### src/rtl/bptable_init_ctrl.sv
// rtl/bptable_init_ctrl.sv - branch predictor table init walker and write-port arbiter
// Walks PHT/BHT after reset or InitReqE, otherwise forwards committed W-stage updates.
module bptable_init_ctrl #(
  parameter int          k        = 10,
  parameter int          m        = 6,
  parameter logic [1:0]  PHT_INIT = 2'b01
) (
  input  logic          clk,
  input  logic          reset,
  input  logic          InitReqE,
  input  logic          StallW,
  input  logic          FlushW,
  input  logic          UpdEnW,
  input  logic [k-1:0]  UpdPHTAddrW,
  input  logic [1:0]    UpdPHTDataW,
  input  logic [m-1:0]  UpdBHTAddrW,
  input  logic [k-1:0]  UpdBHTDataW,
  output logic          PHTWe,
  output logic [k-1:0]  PHTWa,
  output logic [1:0]    PHTWd,
  output logic          BHTWe,
  output logic [m-1:0]  BHTWa,
  output logic [k-1:0]  BHTWd,
  output logic          SHBClear,
  output logic          BPBusy,
  output logic          InitDone
);

  localparam logic [0:0] S_CLEAR = 1'b0;
  localparam logic [0:0] S_IDLE  = 1'b1;

  localparam logic [k-1:0] CNT_LAST  = '1;
  localparam logic [k:0]   BHT_DEPTH = (k+1)'(1) << m;

  logic [0:0]   state_q, state_d;
  logic [k-1:0] cnt_q, cnt_d;
  logic         shb_q, shb_d;
  logic         done_q, done_d;
  logic         upd_fire;

  always_comb begin
    state_d = state_q;
    cnt_d   = cnt_q;
    shb_d   = 1'b0;
    done_d  = 1'b0;
    if (state_q == S_CLEAR) begin
      // A restart request wins even on the final walk cycle, suppressing InitDone.
      if (InitReqE) begin
        cnt_d = '0;
        shb_d = 1'b1;
      end else if (cnt_q == CNT_LAST) begin
        state_d = S_IDLE;
        cnt_d   = '0;
        done_d  = 1'b1;
      end else begin
        cnt_d = cnt_q + 1'b1;
      end
    end else if (InitReqE) begin
      state_d = S_CLEAR;
      cnt_d   = '0;
      shb_d   = 1'b1;
    end
  end

  always_ff @(posedge clk) begin
    if (reset) begin
      state_q <= S_CLEAR;
      cnt_q   <= '0;
      shb_q   <= 1'b1;
      done_q  <= 1'b0;
    end else begin
      state_q <= state_d;
      cnt_q   <= cnt_d;
      shb_q   <= shb_d;
      done_q  <= done_d;
    end
  end

  assign upd_fire = UpdEnW & ~StallW & ~FlushW;

  always_comb begin
    PHTWe    = 1'b0;
    PHTWa    = UpdPHTAddrW;
    PHTWd    = UpdPHTDataW;
    BHTWe    = 1'b0;
    BHTWa    = UpdBHTAddrW;
    BHTWd    = UpdBHTDataW;
    SHBClear = 1'b0;
    InitDone = 1'b0;
    BPBusy   = 1'b1;
    if (!reset) begin
      if (state_q == S_CLEAR) begin
        PHTWe    = 1'b1;
        PHTWa    = cnt_q;
        PHTWd    = PHT_INIT;
        BHTWe    = ({1'b0, cnt_q} < BHT_DEPTH);
        BHTWa    = cnt_q[m-1:0];
        BHTWd    = '0;
        SHBClear = shb_q;
      end else begin
        PHTWe    = upd_fire;
        BHTWe    = upd_fire;
        InitDone = done_q;
        BPBusy   = 1'b0;
      end
    end
  end

endmodule

### config.mk
export PLATFORM = sky130hd
export DESIGN_NAME = bptable_init_ctrl
export DESIGN_NICKNAME = d
export VERILOG_FILES = /design/src/rtl/bptable_init_ctrl.sv
export SDC_FILE = /design/constraint.sdc
export NUM_CORES = 1
export LEC_CHECK = 0
export CORE_ASPECT_RATIO = 2
export CORE_MARGIN = 3
export CORE_UTILIZATION = 35
export CTS_CLUSTER_SIZE = 24
export DETAILED_ROUTE_END_ITERATION = 6
export GPL_TIMING_DRIVEN = 0
export HOLD_SLACK_MARGIN = 0.05
export PLACE_DENSITY = 0.91
export SYNTH_ARGS = -nofsm -noshare
export SYNTH_HDL_FRONTEND = slang
export SYNTH_SLANG_ARGS = --single-unit
### constraint.sdc
create_clock -name clk -period 2 [get_ports clk]
set_clock_uncertainty 0.1 [all_clocks]
set_input_delay 0.2 -clock clk [delete_from_list [all_inputs] [get_ports clk]]
set_output_delay 0.2 -clock clk [all_outputs]
set_load 0.02 [all_outputs]
==> run metrics <==
Most common cell on crit path=dlygate4sd2_1; post-synthesis register bit count=13; min-delay worst type=reg2reg; Area Overhead vs Synth=75.0%; VDD IR max=0.000437 V; # fillers=250; WP buf/inv=3; crit path DAT=1.54 ns; setup violators final=0; Tot GR Track Use=0.188; CTS tree=built; first-pass GRT wire length=5.08 mm; yosys warns=0; Worst R2R Start=cnt_q[0]; met3 Use GR=0.0381; slowest stage delay, CP=0.40 ns; async set-or-reset flop fraction in the synthesized netlist=0; wire per inst=13.2 um; clk sinks=13; Core ar.=2600 sq um; Starting Density=0.369; status=finished, final reports clean; Clock Root Buffer=clkbuf_8; die height=80.1 um; number of enable flip-flop cells after synthesis=0; Static Leak=0.800 nW; Num CTS Buffers=3; R2R setup slack=0.32 ns; Critical Path Sink Type=primary output; dpl hpwl=2.50 mm; Layout Nets=246; CP Cell Sequence=dlygate4sd2_1 -> or2_1 -> clkbuf_4 -> nand2_1 -> o21ai_1 -> dlygate4sd2_1; max-slew violations=0; final worst slack=0.162 ns; Max Cap Violations=0; worst-margin pin slew=0.442 ns; Die Width=43.1 um; Non-Filler Cell Area, Final=1680 sq um; Clk pin slew, worst setup/hold paths=0.06 ns; antenna violations before repair=0; Area after DPL=1660 sq um; Fmax=544 MHz; Setup Slack @ Placement=-0.546 ns; Initial DRC Count=54; I/O pin count=67; GR Layer Usage met2=0.370; Critical Path RT=1.70 ns; Worst-Skew Late Latency=0.25 ns; Main synth FF type=dfxtp_1; Setup Fix Bufs, Post-CTS=0; CTS max path bufs=2; R2R Path End=cnt_q[0]; fin crit period=1.84 ns; cell area after synthesis=961 sq um; Slowest cell on crit path=dlygate4sd2_1; Vias=1,242; vias per cell=5.22; Site Rows=26; post-route ant nets=0; Post-Syn Instances=140; Slew HR=0.703; crit path capture=PHTWa[8]; CP max FO=10; drt total wl=3.15 mm; Largest delay share family, worst path=buffers and inverters; number of global-route vias before repair=1,135; Worst path depth=6; R2R cell count=4; crit start category=input port; Hold Buf Count CTS=0; gr busiest metal=met2; Final Hold Vio Count=0; Setup crit start=reset; die area=3450 sq um; RSZ-0062 raised after global routing=no; GPL Wtd Cong=0.854; largest net degree at the start of global routing=11; M1 GR Usage=0.171; grt total ovfl=0; PwrDens=429 nW/um^2; Setup CP Type=in2out; H-tree levels=1; DRC=0; Seq/Total Area, Yosys=0.271; synth unique cells=41; crit share post-route=0.919; Final Core Density=0.646; syn_area_per_cell=6.86 sq um; port buffer count=66; syn nets=175; n_diodes=0; share of layout cells above drive strength 1=0.100; Cells after DPL=234; Final Non-Filler Cells=238; 1st-pass router iterations=4
## cell families (layout without fill, tap and decap cells)
kind of cell	count (synthesis)	after routing	synth area share
compound gates	21	21	0.151
flops	13	13	0.271
buf+inv	12	82	0.0547
fa+ha+maj	1	1	0.0130
simple gates	91	91	0.492
xor+xnor	2	2	0.0182
## registers in the layout, summed over array words and instances (netlist names)
name / count
cnt_q: 10
done_q: 1
shb_q: 1
state_q: 1
## area by class of cell
| class | count | area (sq um) | area share |
|---|---|---|---|
| buffer | 8 | 45.0 | 0.0268 |
| sequential | 13 | 260 | 0.155 |
| inverter | 4 | 15.0 | 0.00893 |
| multi-input combinational | 115 | 656 | 0.390 |
| clock buffer | 3 | 41.3 | 0.0246 |
| tap | 28 | 35.0 | 0.0208 |
| timing repair buffer | 66 | 624 | 0.371 |
| clock inverter | 1 | 5.00 | 0.00298 |
## placed cells by master (no fill, tap or decap), types with 4 or more instances in the layout
cell	n
o21ai_1	4
dlygate4sd2_1	29
dfxtp_1	13
nor2_1	4
buf_2	4
nand2_1	47
and2_1	12
clkdlybuf4s50_1	33
## metal layers
metal  wire length [um]  part of all wire
met1               1090              0.35
met2               1770              0.56
met3                206             0.065
met4                 86             0.027
met5                  0                 0
## power by group
group	internal (mW)	total (mW)	switching, mW
Clock	0.138	0.246	0.107
Sequential	0.262	0.265	0.00321
Combinational	0.111	0.211	0.0996
Total	0.512	0.722	0.210
## cells in the mapped netlist, drive strengths merged (2+ instances only)
master	number	area share
o32a	2	0.021
nor2	6	0.026
nand4	2	0.020
inv	4	0.016
nor4	3	0.035
dfxtp	13	0.27
nand3b	2	0.016
nand3	3	0.021
nand2	47	0.18
o211ai	2	0.016
nand2b	2	0.013
nand4b	2	0.018
or3	3	0.020
and2	12	0.078
buf	4	0.023
o21ai	6	0.035
nor3	2	0.010
a21oi	3	0.016
clkbuf	4	0.016
or4	3	0.023
o21a	2	0.016
o22ai	2	0.013
## through the flow
step	hold WS [ns]	TNS, ns	power, mW
after CTS	0.435	0	0.721
after floorplan	0.286	0	0.364
after global routing	0.479	0	0.751
after global placement	0.398	-11.00	0.503
final	0.440	0	0.722
after detailed placement	0.419	-11.58	0.507
## worst reg2reg max path, stage by stage (launching register included)
cell	delay (ns)
dfxtp_1	0.43
ha_1	0.26
nand2_1	0.16
nor4_4	0.48
o22ai_1	0.12
## how the worst min path moves through the flow
stage | startpoint | to | slack (ns) | depth (start not counted)
after floorplan | reset | state_q | 0.29 | 2
after CTS | cnt_q[8] | cnt_q[8] | 0.44 | 2
final | cnt_q[8] | cnt_q[8] | 0.44 | 2
after detailed placement | cnt_q[8] | cnt_q[8] | 0.42 | 2
after global routing | cnt_q[9] | done_q | 0.48 | 1
after global placement | cnt_q[8] | cnt_q[8] | 0.40 | 2
## timing repair
action / in CTS / in global routing
endpoints found under the setup margin: 31 / 3
resized for setup: 39 / 5
endpoints found under the hold margin: 0 / 0
No activity file was read; power rests on OpenSTA's default activity.
